`src/rtl/alu_writeback_stage.sv`:
```
// Registered stage after the ALU: holds the architectural accumulator and flags, and
// queues register-file writebacks in a circular FIFO drained under a valid/ready handshake.
module alu_writeback_stage #(
  parameter int W     = 16,
  parameter int DEPTH = 4,
  parameter int RA    = 3
) (
  input  logic                       clk,
  input  logic                       rst_n,
  input  logic                       in_valid,
  output logic                       in_ready,
  input  logic [W-1:0]               in_result,
  input  logic [3:0]                 in_flags,
  input  logic                       in_acc_we,
  input  logic                       in_flag_we,
  input  logic                       in_rf_we,
  input  logic [RA-1:0]              in_dest,
  output logic [W-1:0]               acc_q,
  output logic [3:0]                 flags_q,
  output logic                       wb_valid,
  input  logic                       wb_ready,
  output logic [W-1:0]               wb_data,
  output logic [RA-1:0]              wb_addr,
  output logic [$clog2(DEPTH):0]     fifo_count,
  output logic [15:0]                stall_cnt,
  input  logic                       clr_stats
);

  localparam int AW = $clog2(DEPTH);
  localparam int CW = AW + 1;

  logic [W-1:0]  data_mem [DEPTH];
  logic [RA-1:0] addr_mem [DEPTH];
  logic [AW-1:0] wr_ptr, rd_ptr;
  logic [CW-1:0] count;

  logic accept, push, pop;

  // Ready depends only on occupancy, so there is no combinational path from wb_ready.
  assign in_ready   = (count != CW'(DEPTH));
  assign accept     = in_valid & in_ready;
  assign push       = accept & in_rf_we;
  assign wb_valid   = (count != '0);
  assign pop        = wb_valid & wb_ready;
  assign fifo_count = count;

  // Masking the stale head keeps the writeback port at zero whenever the queue is empty.
  assign wb_data = wb_valid ? data_mem[rd_ptr] : '0;
  assign wb_addr = wb_valid ? addr_mem[rd_ptr] : '0;

  // NOTE: sequential state uses non-blocking assignments so every register samples pre-edge values.
  always_ff @(posedge clk or negedge rst_n) begin
    if (!rst_n) begin
      acc_q   <= '0;
      flags_q <= '0;
    end else if (accept) begin
      if (in_acc_we)  acc_q   <= in_result;
      if (in_flag_we) flags_q <= in_flags;
    end
  end

  // NOTE: the storage array has no reset; validity is tracked by count, so old contents are never seen.
  always_ff @(posedge clk) begin
    if (push) begin
      data_mem[wr_ptr] <= in_result;
      addr_mem[wr_ptr] <= in_dest;
    end
  end

  // Pointers wrap naturally because DEPTH is a power of two.
  always_ff @(posedge clk or negedge rst_n) begin
    if (!rst_n) begin
      wr_ptr <= '0;
      rd_ptr <= '0;
      count  <= '0;
    end else begin
      if (push) wr_ptr <= wr_ptr + 1'b1;
      if (pop)  rd_ptr <= rd_ptr + 1'b1;
      unique case ({push, pop})
        2'b10:   count <= count + 1'b1;
        2'b01:   count <= count - 1'b1;
        default: count <= count;
      endcase
    end
  end

  always_ff @(posedge clk or negedge rst_n) begin
    if (!rst_n) begin
      stall_cnt <= '0;
    end else if (clr_stats) begin
      stall_cnt <= '0;
    end else if (in_valid && !in_ready && stall_cnt != 16'hFFFF) begin
      stall_cnt <= stall_cnt + 16'd1;
    end
  end

endmodule

```
`config.mk`:
```
export PLATFORM = sky130hd
export DESIGN_NAME = alu_writeback_stage
export DESIGN_NICKNAME = d
export VERILOG_FILES = /design/src/rtl/alu_writeback_stage.sv
export SDC_FILE = /design/constraint.sdc
export NUM_CORES = 1
export LEC_CHECK = 0
export CORE_MARGIN = 5
export CORE_UTILIZATION = 45
export DETAILED_ROUTE_END_ITERATION = 8
export PLACE_DENSITY = 0.7
export SLEW_MARGIN = 20
export SYNTH_ARGS = -nofsm -noshare
export SYNTH_HDL_FRONTEND = slang
export SYNTH_SLANG_ARGS = --single-unit
```
`constraint.sdc`:
```
create_clock -name clk -period 3.1 [get_ports clk]
set_clock_uncertainty 0.15 [all_clocks]
set_input_delay 0.62 -clock clk [delete_from_list [all_inputs] [get_ports clk]]
set_output_delay 0.62 -clock clk [all_outputs]
set_load 0.02 [all_outputs]
```
* Word-level counts from Yosys, hierarchy flattened
Memory sizes are Yosys's and may differ from the RTL's.
Cells that the tools add are included.
** Cells by class
- Add/sub/neg operators :: 5
- Equality and inequality tests :: 4
- Muxes and demuxes :: 7
- Bitwise gates (word level) :: 3
- Reductions and logical operators :: 8
** Operators by type and width (number)
- 16-bit 2-to-1 mux :: 3
- 16-bit by 1-bit adder with 16-bit output (second input constant) :: 1
- 16-bit inequality test (second input constant) :: 1
- 3-bit one-hot mux with 2 select lines :: 1
- 2-bit by 1-bit adder with 2-bit output (second input constant) :: 2
- 2-bit AND reduction :: 2
- 2-bit nonzero test :: 2
- 3-bit by 1-bit adder with 3-bit output (second input constant) :: 1
- 1-bit bitwise AND :: 3
- 3-bit 2-to-1 mux :: 1
- 3-bit inequality test (second input constant) :: 1
- 3-bit nonzero test :: 1
- 3-bit by 1-bit subtractor with 3-bit output (second input constant) :: 1
- 2-bit by 1-bit equality test with 1-bit output (second input constant) :: 1
- 2-bit equality test (second input constant) :: 1
- 1-bit logical AND :: 2
- 1-bit 2-to-1 mux :: 2
- 1-bit logical NOT :: 1
** Storage, ports and cells
- Register bits after elaboration :: 43
- Bits in writable memories :: 76
- Input bits :: 31
- Output and inout port bits :: 60
- Word-level logic and storage cells :: 35
- Memories :: 2
** Memory list
- data_mem :: depth 4, bits a word 16, rd ports 1, clocked after memory_dff 0, write ports 1, RTL line 32 : logic [W-1:0] data_mem [DEPTH];
- addr_mem :: depth 4, bits a word 3, rd ports 1, clocked after memory_dff 0, write ports 1, RTL line 33 : logic [RA-1:0] addr_mem [DEPTH];

* Longest topological paths before layout
- Depth after elaboration :: 6
- Mapped depth :: 10
- Gate-level depth less buffers :: 9

* Worst setup path before layout
OpenSTA, ideal clock, no wires.
- Kind :: flip-flop to flip-flop
- Start point :: reg count[2] (netlist: fifo_count[2])
- End point :: reg count[2] (netlist: fifo_count[2])
- Library setup time :: 80 ps
- Arrival :: 2324 ps
- Required time :: 2870 ps
- Setup slack :: 547 ps
- Stages on the path, launching flop included :: 11
- Buffers on the path :: 1
- Clock period less this slack :: 2553 ps
- Path through :: dfrtp_1 or3b_4 and3_1 clkbuf_1 inv_1 ha_1 inv_1 fa_1 xor2_1 nor2_1 xor2_1
** Between the ends
- Cells in the longest elaborated chain, start to end :: 5
- Elaborated cells on any way between the ends :: 11
- Classes of those cells :: add/sub: 2; eq/ne: 3; mux: 1; bitwise: 3; reduce/logical: 2
** RTL lines
- start, declared :: RTL line 35 : logic [CW-1:0] count;
- start signal, assigned :: RTL line 80 : 2'b10: count <= count + 1'b1;
- start signal, assigned :: RTL line 81 : 2'b01: count <= count - 1'b1;
- start signal, assigned :: RTL line 82 : default: count <= count;
- 3-bit inequality test (*) :: RTL line 40 : assign in_ready = (count != CW'(DEPTH));
- via in_ready :: RTL line 11 : output logic in_ready,
- 1-bit bitwise AND (*) :: RTL line 41 : assign accept = in_valid & in_ready;
- 1-bit bitwise AND (*) :: RTL line 42 : assign push = accept & in_rf_we;
- 2-bit by 1-bit equality test with 1-bit output / 2-bit equality test (equally long branches) :: RTL line 79 : unique case ({push, pop})
- 3-bit one-hot mux with 2 select lines / 2-bit nonzero test (equally long branches)
The timed path passes the listed nets; every way through them passes the cells marked *.
A chain may end at the register's enable or synchronous reset.

* Final worst setup path
- Start point :: reg rd_ptr[0]
- End point :: out wb_data[5]
** Between the ends
- Cells in the longest elaborated chain, start to end :: 2
** RTL lines
- start, declared :: RTL line 34 : logic [AW-1:0] wr_ptr, rd_ptr;
- start signal, assigned :: RTL line 78 : if (pop) rd_ptr <= rd_ptr + 1'b1;
- memory read 4 x 16 bit
- 16-bit 2-to-1 mux :: RTL line 48 : assign wb_data = wb_valid ? data_mem[rd_ptr] : '0;
- end, declared :: RTL line 22 : output logic [W-1:0] wb_data,
No other way between the ends.

==> flow_metrics.tcl <==
set metrics [dict create \
    status "finished with violations" \
    violations "negative hold slack" \
    die_area_um2 13130 \
    grt_max_degree 44 \
    yosys-mux-area-fraction 0.1414 \
    viasPerCell 5.354 \
    comb_power_share 0.328 \
    switchingPower_mw 1.817 \
    fillers 808 \
    die_h_um 114.6 \
    drt-total-wl_mm 10.25 \
    cts_tree "done" \
    drive_gt1_frac 0.1919 \
    grt_pass1_wl_mm 16.28 \
    num_vias 3009 \
    tightest_slew_ps 838.9 \
    drtIter0Drc 169 \
    cts_buffer_depth 2 \
    path_clk_slew_ps 60 \
    synthFlopType "edfxtp_1" \
    start_util 0.4559 \
    clkPwrFrac 0.329 \
    design_area_um2 6705 \
    register_area_um2 3358 \
    fin_crit_sh 0.9247 \
    yosys-top-cells-area "edfxtp_1 (46%), dfrtp_1 (22%), mux4_2 (8.7%)" \
    maxSlewViolCount 0 \
    yosys-top-cells-count "edfxtp_1 (76), dfrtp_1 (43), and2_1 (25)" \
    required_ps 2330 \
    hold_viol 20 \
    finalCriticalPeriod_ps 2866 \
    min_path_type "primary input to asynchronous set/reset pin" \
    dp.cells 530 \
    dr.pass1.iters 4 \
    rows 38 \
    cts_hold_buf 0 \
    cts_buffers 17 \
    synth_top_family_by_area "multiplexers" \
    synth_edf_count 76 \
    switching_share 0.2975 \
    clkLatencyLatePin_ps 490 \
    nNetsFinal 447 \
    power_mw 6.109 \
    synth_fp_nets 341 \
    ys_seq_area_frac 0.6824 \
    postCtsSetupRepairBufs 0 \
    clock_sinks 119 \
    grt-ovfl-total 0 \
    synth_compound_area_frac 0.03382 \
    hpwlAfterDp_mm 6.571 \
    dpl_cell_area_um2 6060 \
    synth_most_common_cell "edfxtp_1" \
    slew_headroom 0.4356 \
    crit_type "flip-flop to primary output" \
    internal_power_mw 4.292 \
    ys_warn_count 0 \
    synth_cell_types 37 \
    die_w_um 114.6 \
    start_kind "flip-flop" \
    yosysTopAreaCell "edfxtp_1" \
    root_buffer "clkbuf_8" \
    synth_top_cell_area_share 0.4638 \
    core_area_um2 10790 \
    port_buffers 90 \
    place_congestion 0.8535 \
    power_leakage_nw 2.543 \
    yosys.area_share.simple 0.09687 \
    avgSynthCellArea_um2 16.24 \
    grt_setup_unrepaired "no" \
    ys_ff_latch 119 \
    wire_per_inst_um 18.24 \
    grt_pass1_vias 3180 \
    max_cap_violations 0 \
    fin_cells 562 \
    multi_input_area_um2 1491 \
    arrival_ps 2100 \
    synth_xor_area_frac 0.01068 \
    seqPwrFrac 0.343 \
    power_density_nw_per_um2 911.0 \
    worst_slack_ps 233.6 \
    syn_inst 303 \
    ys_async_sr_fraction 0.3613 \
    clock.fmax_ghz 0.3489 \
    cp_max_fo 16 \
    syn_to_final_growth_pct 36.26 \
    ant_nets 0 \
    setup-violations-final 0 \
    track_usage 0.1647 \
    grt_antenna_before_repair 0 \
    post-place-ws_ps 317.0 \
    final_core_util 0.6213 \
    cp-end-kind "primary output" \
    tns_ps 0 \
    cts_htree_levels 4 \
    n_antenna_cell 0 \
    ir_drop_v 0.0005449 \
    syn_area_um2 4921 \
    drc 0 \
    synthAdderAreaFrac 0.01932 \
    io_pins 91 \
    holdWs_ps -8.421 \
]
[path summary, 6_finish.rpt]
path	startpoint	end	slack, ps	cells after the start
max in group asynchronous	rst_n	stall_cnt[12]	2400	1
min reg2reg	acc_q[13]	acc_q[13]	340	1
max reg2reg	fifo_count[2]	fifo_count[2]	520	9
min in group clk	acc_q[13]	acc_q[13]	340	1
max	rd_ptr[0]	wb_data[5]	230	4
min	rst_n	stall_cnt[6]	-8	1
[repair_timing]
action                     4_1_cts  5_1_grt
gates cloned                     0        0
gates resized for setup          8       13
pin swaps                        0        0
setup endpoints to repair       20       13
[worst max-delay path, cell delays in order (launching register included)]
cell	delay [ps]
dfrtp_1	390
buf_12	200
mux4_2	540
and2_1	170
dlygate4sd2_1	310
[area by class of cell]
type | count | share of cell area
multi-input cells | 164 | 0.2224
clock inverters | 15 | 0.02967
clock buffers | 17 | 0.06177
flip-flops and latches | 119 | 0.5008
well taps | 140 | 0.02612
repair buffers | 98 | 0.1541
inverters | 9 | 0.005038
[metal layers]
metal | vias up | wire (µm) | GRT usage
met5 | - | 0 | 0
met4 | 0 | 51 | 0.05226
met3 | 4 | 538 | 0.04757
met2 | 96 | 5210 | 0.2755
met1 | 1531 | 4453 | 0.2073
li1 | 1378 | - | -
[power by group through the flow]
| stage | sequential, mW | clock, mW | combinational (mW) |
|---|---|---|---|
| after global routing | 2.12 | 2.12 | 2.15 |
| after floorplan | 2.22 | 0 | 1.05 |
| after global placement | 2.11 | 0 | 2.08 |
| after detailed placement | 2.12 | 0 | 2.10 |
| final | 2.09 | 2.01 | 2.00 |
| after CTS | 2.09 | 2.05 | 2.08 |
[sequential cells by signal, indices dropped and copies added (netlist names)]
signal and flops:
acc_q 16, addr_mem 12, data_mem 64, fifo_count 3, flags_q 4, rd_ptr 2, stall_cnt 16, wr_ptr 2
[cells by family after synthesis]
family                   Yosys count
XOR/XNOR                           6
buffers and inverters             20
flip-flops                       119
adder cells (fa/ha/maj)            7
AO/OA/AOI/OAI                     27
multiplexers                      43
AND/OR/NAND/NOR                   81
[placed cells by master (no fill, tap or decap), types with 4 or more instances in the layout]
cell	n
edfxtp_1	76
clkdlybuf4s50_1	70
dfrtp_1	43
and2_1	25
mux4_2	19
mux2_2	19
clkbuf_16	16
nand2_1	13
dlymetal6s2s_1	13
a21oi_1	12
inv_1	9
or4_1	9
o31ai_1	8
nor2_1	6
ha_1	6
dlygate4sd2_1	6
nand4_1	5
nand3_1	5
buf_4	5
o21ai_0	4
bufinv_16	4
buf_12	4
Power figures use the tool's default switching activity.
==> edit, RTL diff (same flow settings) <==
Set the parameter `DEPTH` to 8 (it was 4).
--- a/src/rtl/alu_writeback_stage.sv
+++ b/src/rtl/alu_writeback_stage.sv
@@ -2,7 +2,7 @@
 // queues register-file writebacks in a circular FIFO drained under a valid/ready handshake.
 module alu_writeback_stage #(
   parameter int W     = 16,
-  parameter int DEPTH = 4,
+  parameter int DEPTH = 8,
   parameter int RA    = 3
 ) (
   input  logic                       clk,
Ports: changed (resized fifo_count); port bits go from 91 to 92. The function was not compared with the original's and may differ.
==> edit against the unedited design <==
Design area grew 50%. Clock power grew 11%. Cell count up 43%. Sequential cell count up 79. Largest power group unchanged. Die area is 57% higher. Register-to-register slack lost 0.15 ns. Combinational power grew 41%. Worst setup slack got worse by 0.12 ns. Routed wire length up 58%. Synthesized area increased by 63%. Power is 38% higher.
==> edit: results (changes against the unedited design) <==
Outcome
  • Status: completed (was complete, but fails checks)

Synthesis
  • Synth area leaders: edfxtp_1 57%, dfrtp_1 14%, mux4_2 11% (was edfxtp_1 46%, dfrtp_1 22%, mux4_2 8.7%)
  • Post-synthesis xor/xnor area fraction: 0.871% (was 1.07%)
  • Mapped Area: 8040 µm² (was 4920 µm²)
  • Syn Nets: 487 (was 341)
  • Synth Area in Adders: 0.933% (was 1.93%)
  • Post-synth EDFFs: 152 (was 76)

Setup path
  • Reg2Reg Setup Slack: 0.37 ns (was 0.52 ns)
  • FF-to-FF path depth: 10 (was 9)
  • Slowest stage delay, CP: 0.51 ns (was 0.54 ns)

Place
  • Placed Instance Area: 9420 µm² (was 6060 µm²)
  • Buffers added on ports: 91 (was 90)

Final layout
  • Fill cells: 1313 (was 808)
  • Seq/total area: 56.8% (was 50.1%)
  • Fraction of area in multi-input gates: 22.5% (was 22.2%)
  • CLK BUF: 18 (was 17)
  • Top Registers: data_mem (128), addr_mem (24) (was data_mem (64), acc_q (16), stall_cnt (16))
  • Nonclk buf count: 117 (was 98)
  • Clock-cell share: 6.01% (was 9.14%)
  • Nets: 603 (was 447)
  • Layout cells sized above 1: 23.5% (was 19.2%)

Global routing
  • First-pass GRT wire length: 25400 µm (was 16300 µm)
  • Met2 GRT Util: 28.0% (was 27.6%)

STA
  • Relative slew slack: 51.8% (was 43.6%)

Drt
  • WL final: 16200 µm (was 10300 µm)
  • Vias/cell: 5.47 (was 5.35)

Power
  • Max VDD drop: 0.477 mV (was 0.545 mV)
==> edit: worst register-to-register path, delay by kind of cell (launching register included) <==
kind                     cells  cell delay [ns]
XOR/XNOR                     3             0.49
buffers and inverters        1             0.10
AND/OR/NAND/NOR              3             0.74
AO/OA/AOI/OAI                1             0.16
flip-flops                   1             0.50
adder cells (fa/ha/maj)      2             0.48
==> edit: worst max-delay path by stage <==
stage                             start             to  depth (start not counted)
final                         rd_ptr[0]     wb_addr[1]                          5
after global routing          rd_ptr[0]     wb_addr[2]                          5
after CTS                     rd_ptr[0]     wb_data[9]                          5
after detailed placement       in_valid  fifo_count[2]                         10
after global placement         in_valid  fifo_count[2]                         10
after floorplan           fifo_count[1]  fifo_count[2]                         12
==> edit: repair_timing <==
action,CTS,global route
gates cloned,1,0
gates resized for setup,21,1
endpoints found under the setup margin,19,2
==> edit: power by group <==
part           switching, W  internal [W]
registers          0.000215       0.00315
clock network      0.000953       0.00128
logic               0.00142       0.00140
